## config.mk

```make
export PLATFORM = sky130hd
export DESIGN_NAME = uart_tx_arbiter_flat
export DESIGN_NICKNAME = d
export VERILOG_FILES = /design/src/rtl/uart_tx_arbiter_if.sv /design/src/rtl/uart_tx_arbiter.sv /design/src/flat_wrapper.sv
export SDC_FILE = /design/constraint.sdc
export NUM_CORES = 1
export LEC_CHECK = 0
export BUFFER_PORTS_ARGS = -buffer_cell sky130_fd_sc_hd__buf_2
export CAP_MARGIN = 5
export CORE_ASPECT_RATIO = 0.7
export CORE_MARGIN = 2
export CORE_UTILIZATION = 56
export DETAILED_ROUTE_END_ITERATION = 6
export MAX_ROUTING_LAYER = met4
export PLACE_DENSITY = 0.95
export SLEW_MARGIN = 10
export SYNTH_ARGS = -nofsm -noshare
export SYNTH_HDL_FRONTEND = slang
export SYNTH_SLANG_ARGS = --single-unit
```

## constraint.sdc

```tcl
create_clock -name clk -period 4.3 [get_ports clk]
set_clock_uncertainty 0.1 [all_clocks]
set_input_delay 0.215 -clock clk [delete_from_list [all_inputs] [get_ports clk]]
set_output_delay 0.215 -clock clk [all_outputs]
set_load 0.05 [all_outputs]
```

## src/rtl/uart_tx_arbiter_if.sv

```systemverilog
// Byte-stream requester bundle plus the transmitter start/done handshake
// for the packet-level UART transmit arbiter.
interface uart_tx_arbiter_if #(
  parameter int NREQ = 4
);
  logic [NREQ-1:0]   req_valid;
  logic [8*NREQ-1:0] req_data;
  logic [NREQ-1:0]   req_last;
  logic [NREQ-1:0]   req_ready;
  logic [NREQ-1:0]   grant;
  logic [7:0]        tx_byte;
  logic              tx_send;
  logic              tx_done;
  logic              abort;

  // Sources and the transmitter side.
  modport master (
    output req_valid, req_data, req_last, tx_done,
    input  req_ready, grant, tx_byte, tx_send, abort
  );

  // The arbiter.
  modport slave (
    input  req_valid, req_data, req_last, tx_done,
    output req_ready, grant, tx_byte, tx_send, abort
  );
endinterface

```

## src/rtl/uart_tx_arbiter.sv

```systemverilog
// Round-robin packet arbiter sharing one 8N1 transmitter among NREQ byte
// streams; a grant is held until the message's last byte has been sent.
module uart_tx_arbiter #(
  parameter int NREQ      = 4,
  parameter int MAX_STALL = 65535
) (
  input  logic              clk,
  input  logic              rst,
  uart_tx_arbiter_if.slave  bus
);

  localparam int IW = (NREQ > 1) ? $clog2(NREQ) : 1;
  localparam int SW = $clog2(MAX_STALL + 1);
  localparam logic [SW-1:0] STALL_MAX = SW'(MAX_STALL);

  typedef enum logic [1:0] {
    IDLE,
    LOAD,
    WAIT
  } state_e;

  state_e          state_q, state_d;
  logic [NREQ-1:0] grant_q, grant_d;
  logic [IW-1:0]   gidx_q, gidx_d;
  logic [IW-1:0]   last_winner_q, last_winner_d;
  logic [SW-1:0]   stall_q, stall_d;
  logic [7:0]      tx_byte_q, tx_byte_d;
  logic            tx_send_q, tx_send_d;
  logic            abort_q, abort_d;
  logic            last_flag_q, last_flag_d;

  logic            rr_found;
  logic [IW-1:0]   rr_idx;
  logic [IW-1:0]   cand;
  logic [7:0]      sel_data;
  logic            sel_last;
  logic            handshake;

  // Round-robin pick: first requester at or after last_winner+1, wrapping.
  always_comb begin
    // NOTE: every variable written here gets a default first, so no path
    // leaves it unassigned and no latch is inferred.
    rr_found = 1'b0;
    rr_idx   = '0;
    cand     = '0;
    for (int k = 1; k <= NREQ; k++) begin
      cand = IW'((int'(last_winner_q) + k) % NREQ);
      if (!rr_found && bus.req_valid[cand]) begin
        rr_found = 1'b1;
        rr_idx   = cand;
      end
    end
  end

  always_comb begin
    sel_data = 8'h00;
    sel_last = 1'b0;
    for (int i = 0; i < NREQ; i++) begin
      if (grant_q[i]) begin
        sel_data = bus.req_data[8*i +: 8];
        sel_last = bus.req_last[i];
      end
    end
  end

  assign handshake     = (state_q == LOAD) && |(bus.req_valid & grant_q);
  assign bus.req_ready = (state_q == LOAD) ? (bus.req_valid & grant_q) : '0;

  always_comb begin
    state_d       = state_q;
    grant_d       = grant_q;
    gidx_d        = gidx_q;
    last_winner_d = last_winner_q;
    stall_d       = stall_q;
    tx_byte_d     = tx_byte_q;
    last_flag_d   = last_flag_q;
    tx_send_d     = 1'b0;
    abort_d       = 1'b0;

    case (state_q)
      IDLE: begin
        if (rr_found) begin
          grant_d         = '0;
          grant_d[rr_idx] = 1'b1;
          gidx_d          = rr_idx;
          stall_d         = '0;
          state_d         = LOAD;
        end
      end

      LOAD: begin
        if (handshake) begin
          tx_byte_d   = sel_data;
          last_flag_d = sel_last;
          tx_send_d   = 1'b1;
          stall_d     = '0;
          state_d     = WAIT;
        end else if (stall_q == STALL_MAX) begin
          // Source went quiet mid-message: drop it and let others in.
          abort_d       = 1'b1;
          grant_d       = '0;
          last_winner_d = gidx_q;
          stall_d       = '0;
          state_d       = IDLE;
        end else begin
          stall_d = stall_q + SW'(1);
        end
      end

      WAIT: begin
        if (bus.tx_done) begin
          if (last_flag_q) begin
            last_winner_d = gidx_q;
            grant_d       = '0;
            state_d       = IDLE;
          end else begin
            state_d = LOAD;
          end
        end
      end

      default: state_d = IDLE;
    endcase
  end

  // NOTE: sequential state uses non-blocking assignments so every flop
  // samples pre-edge values regardless of statement order.
  always_ff @(posedge clk) begin
    if (rst) begin
      state_q       <= IDLE;
      grant_q       <= '0;
      gidx_q        <= '0;
      last_winner_q <= IW'(NREQ - 1);
      stall_q       <= '0;
      tx_byte_q     <= 8'h00;
      last_flag_q   <= 1'b0;
      tx_send_q     <= 1'b0;
      abort_q       <= 1'b0;
    end else begin
      state_q       <= state_d;
      grant_q       <= grant_d;
      gidx_q        <= gidx_d;
      last_winner_q <= last_winner_d;
      stall_q       <= stall_d;
      tx_byte_q     <= tx_byte_d;
      last_flag_q   <= last_flag_d;
      tx_send_q     <= tx_send_d;
      abort_q       <= abort_d;
    end
  end

  assign bus.grant   = grant_q;
  assign bus.tx_byte = tx_byte_q;
  assign bus.tx_send = tx_send_q;
  assign bus.abort   = abort_q;

endmodule

```

## src/flat_wrapper.sv

```systemverilog
// flat-port wrapper written by rule: the top's interface ports become plain ports
module uart_tx_arbiter_flat 
#(
  parameter int NREQ      = 4,
  parameter int MAX_STALL = 65535
)
  (clk, rst, bus_req_valid, bus_req_data, bus_req_last, bus_tx_done, bus_req_ready, bus_grant, bus_tx_byte, bus_tx_send, bus_abort);
  uart_tx_arbiter_if #(.NREQ(NREQ)) bus_i ();
  input  logic clk;
  input  logic rst;
  input wire logic [$bits(bus_i.req_valid)-1:0] bus_req_valid;
  input wire logic [$bits(bus_i.req_data)-1:0] bus_req_data;
  input wire logic [$bits(bus_i.req_last)-1:0] bus_req_last;
  input wire logic [$bits(bus_i.tx_done)-1:0] bus_tx_done;
  output wire logic [$bits(bus_i.req_ready)-1:0] bus_req_ready;
  output wire logic [$bits(bus_i.grant)-1:0] bus_grant;
  output wire logic [$bits(bus_i.tx_byte)-1:0] bus_tx_byte;
  output wire logic [$bits(bus_i.tx_send)-1:0] bus_tx_send;
  output wire logic [$bits(bus_i.abort)-1:0] bus_abort;
  assign bus_i.req_valid = bus_req_valid;
  assign bus_i.req_data = bus_req_data;
  assign bus_i.req_last = bus_req_last;
  assign bus_i.tx_done = bus_tx_done;
  assign bus_req_ready = bus_i.req_ready;
  assign bus_grant = bus_i.grant;
  assign bus_tx_byte = bus_i.tx_byte;
  assign bus_tx_send = bus_i.tx_send;
  assign bus_abort = bus_i.abort;
  uart_tx_arbiter #(.NREQ(NREQ), .MAX_STALL(MAX_STALL)) u_core (.clk(clk), .rst(rst), .bus(bus_i));
endmodule
```

==> flow_metrics.env <==
export IMPL_setup_tns_ns=0
export IMPL_cts_hold_buf=0
export IMPL_critPathCaptureType="flop"
export IMPL_synth_top_area_share_pct=34.7
export IMPL_avgSynthCellArea_um2=8.17
export IMPL_reg2reg_to="u_core.stall_q[12]"
export IMPL_startpoint_type="flop"
export IMPL_finalCritPeriodShare_pct=50.2
export IMPL_grt_pass1_vias=1870
export IMPL_status="finished clean"
export IMPL_synth_cell_types=53
export IMPL_p_leak_nw=1.05
export IMPL_diodes=0
export IMPL_slew_violations=0
export IMPL_synth_area_leader_cell="dfxtp_1"
export IMPL_area_growth_pct=18.6
export IMPL_vias=2115
export IMPL_synth_edf_count=0
export IMPL_grt_usage_pct=25.6
export IMPL_rsz0062_at_grt="no"
export IMPL_post_drt_wl_per_cell_um=13.8
export IMPL_reg2reg_from="u_core.state_q[0]"
export IMPL_fp_dieH_um=55.6
export IMPL_postRouteAntennaNets=0
export IMPL_viasPerCell=5.83
export IMPL_cts_tree="done"
export IMPL_synth_area_mm2=0.00213
export IMPL_holdWs_ns=0.106
export IMPL_startpoint="u_core.state_q[0]"
export IMPL_dpl_hpwl_mm=3.67
export IMPL_post_cts_resized=0
export IMPL_clock_fmax_mhz=463
export IMPL_cap_viol_max_count=0
export IMPL_clkSlewWorstSetupHoldPaths_ns=0.07
export IMPL_cts_root_buffer="clkbuf_8"
export IMPL_yosys_warnings=0
export IMPL_stdcell_count=363
export IMPL_start_util_pct=59.5
export IMPL_core_area_mm2=0.00358
export IMPL_place_area_mm2=0.00241
export IMPL_synth_main_ff_cell="dfxtp_1"
export IMPL_synthesis_instances=261
export IMPL_reg2reg_depth=6
export IMPL_synth_async_reset_ratio_pct=0
export IMPL_h_tree_depth=2
export IMPL_die_area_mm2=0.00432
export IMPL_crit_path_end="u_core.stall_q[12]"
export IMPL_grt_pass1_wl_mm=8.62
export IMPL_layout_drive_gt1_share_pct=24.6
export IMPL_gp_congestion=0.836
export IMPL_grt_overflow=0
export IMPL_hold_violations=0
export IMPL_arrival_ns=2.29
export IMPL_cts_sinks=37
export IMPL_cts_post_setup_buffers_inserted=0
export IMPL_grt_antenna_before_repair=0
export IMPL_synth_nets=309
export IMPL_fin_crit_ns=2.16
export IMPL_ir_drop_uv=290
export IMPL_cts_buffer_depth=2
export IMPL_dp_cells=355
export IMPL_worstPathRequired_ns=4.43
export IMPL_drc_errors=0
export IMPL_rows=18
export IMPL_synth_area_top_cells="dfxtp_1 (35%), a21oi_1 (6.8%), nor2b_1 (3.8%), a221oi_1 (3.7%), nand3_1 (3.5%)"
export IMPL_finalSetupViolCount=0
export IMPL_p_per_area_mw_per_mm2=555
export IMPL_routed_wl_mm=5.02
export IMPL_synth_seq_area_share_pct=34.7
export IMPL_cts_buffers=5
export IMPL_hold_path_class="input pin to flop"
export IMPL_maxSlewHeadroom_pct=57.0
export IMPL_pin_count=61
export IMPL_crit_fanout=12
export IMPL_grt_max_degree=23
export IMPL_worstMarginPinSlew_ns=0.644
export IMPL_drtPass1Iterations=4
export IMPL_path_class="flop to flop"
export IMPL_fin_nets=360
export IMPL_portBuffers=60
export IMPL_drtIter0Drc=164
export IMPL_yosys_register_bits=37
export IMPL_die_x_um=77.8
export IMPL_insertion_delay_ns=0.29
export IMPL_reg2reg_slack_ns=2.14
export IMPL_final_area_mm2=0.00253
[logic make-up (layout without fill, tap and decap cells)]
group                      count (synthesis)  in the layout  synth area share [%]
xor gates and xnor gates                   7              7                  2.88
buffers and inverters                     23             75                  5.28
DFF                                       37             37                  34.7
muxes                                      5              5                  2.35
adders and majority gates                  5              5                  2.93
and+or+nand+nor                          110            110                  28.8
AOI/OAI and AO/OA                         74             74                  23.1
[worst max-delay path: stages (launching register included)]
cell	delay (ns)
dfxtp_1	0.35
inv_1	0.10
ha_1	0.39
nor2_1	0.12
a21o_1	0.33
or4_1	0.56
a21oi_1	0.14
[where the power goes]
part           switching [mW]  internal [mW]
clock                   0.123          0.189
sequential             0.0730          0.398
combinational           0.407          0.214
[area by class of cell]
| type | count | area [um2] |
|---|---|---|
| clock buffers | 7 | 86.3 |
| clock inverters | 1 | 30.0 |
| fillers | 267 | 1050 |
| inverters | 6 | 22.5 |
| multi-input cells | 201 | 1280 |
| flip-flops and latches | 37 | 741 |
| well taps | 50 | 62.6 |
| repair buffers | 61 | 308 |
[routing by layer]
metal	up-vias	global-route usage (%)	wire length [um]
met5	-	-	0
met3	10	5.52	327
li1	1063	-	-
met4	0	9.69	89
met2	72	37.8	2250
met1	970	34.4	2360
[synthesized netlist by cell type, drive strengths merged (3+ instances only)]
master and instances:
a21oi 30, a221oi 10, a31oi 4, and2 3, and3 8, and4 4, buf 7, clkbuf 10
dfxtp 37, ha 5, inv 6, mux2i 5, nand2 19, nand3 16, nand4 5, nor2 16
nor2b 13, nor3 13, o21ai 15, xor2 6
[worst min-delay path by stage]
stage,to,cells after the start,from
global placement,u_core.gidx_q[1],2,u_core.gidx_q[1]
finish,u_core.bus.tx_byte[7],3,bus_req_data[31]
floorplan,u_core.bus.tx_byte[0],2,bus_req_data[24]
CTS,u_core.last_flag_q,3,bus_req_last[3]
detailed placement,u_core.gidx_q[1],2,u_core.gidx_q[1]
global route,u_core.last_flag_q,3,bus_req_last[3]
[per-stage QoR]
step                      setup WS, ns  total power, mW  util, %
after floorplan                   2.47            0.998        -
after global placement            2.25             1.07     67.4
after detailed placement          2.17             1.08     67.4
after CTS                         2.15             1.40     70.6
after global routing              1.91             1.49     70.6
final                             2.14             1.40     70.6
[cell usage in the layout, fill, tap and decap left out, types with 2 or more instances in the layout]
| cell type | n |
|---|---|
| nor2b_1 | 13 |
| a21o_1 | 2 |
| clkbuf_8 | 6 |
| nor3_1 | 13 |
| a221oi_1 | 9 |
| or3_1 | 2 |
| nor2_1 | 15 |
| xor2_1 | 6 |
| and2_1 | 3 |
| a22oi_1 | 2 |
| nand4b_1 | 2 |
| ha_1 | 5 |
| inv_1 | 6 |
| mux2i_1 | 5 |
| and3_1 | 8 |
| nand4_1 | 5 |
| and4_1 | 3 |
| dfxtp_1 | 37 |
| nand3_1 | 15 |
| nand2_1 | 19 |
| buf_2 | 60 |
| a31oi_1 | 4 |
| nand3b_1 | 2 |
| a21oi_1 | 29 |
| o21ai_0 | 13 |
| a211o_1 | 2 |
[state kept, by name (all words and copies together) (netlist names)]
| register | count |
|---|---|
| u_core.stall_q | 16 |
| u_core.bus.tx_byte | 8 |
| u_core.bus.grant | 4 |
| u_core.gidx_q | 2 |
| u_core.last_winner_q | 2 |
| u_core.state_q | 2 |
| u_core.bus.abort | 1 |
| u_core.bus.tx_send | 1 |
| u_core.last_flag_q | 1 |
Power figures use the tool's default switching activity.
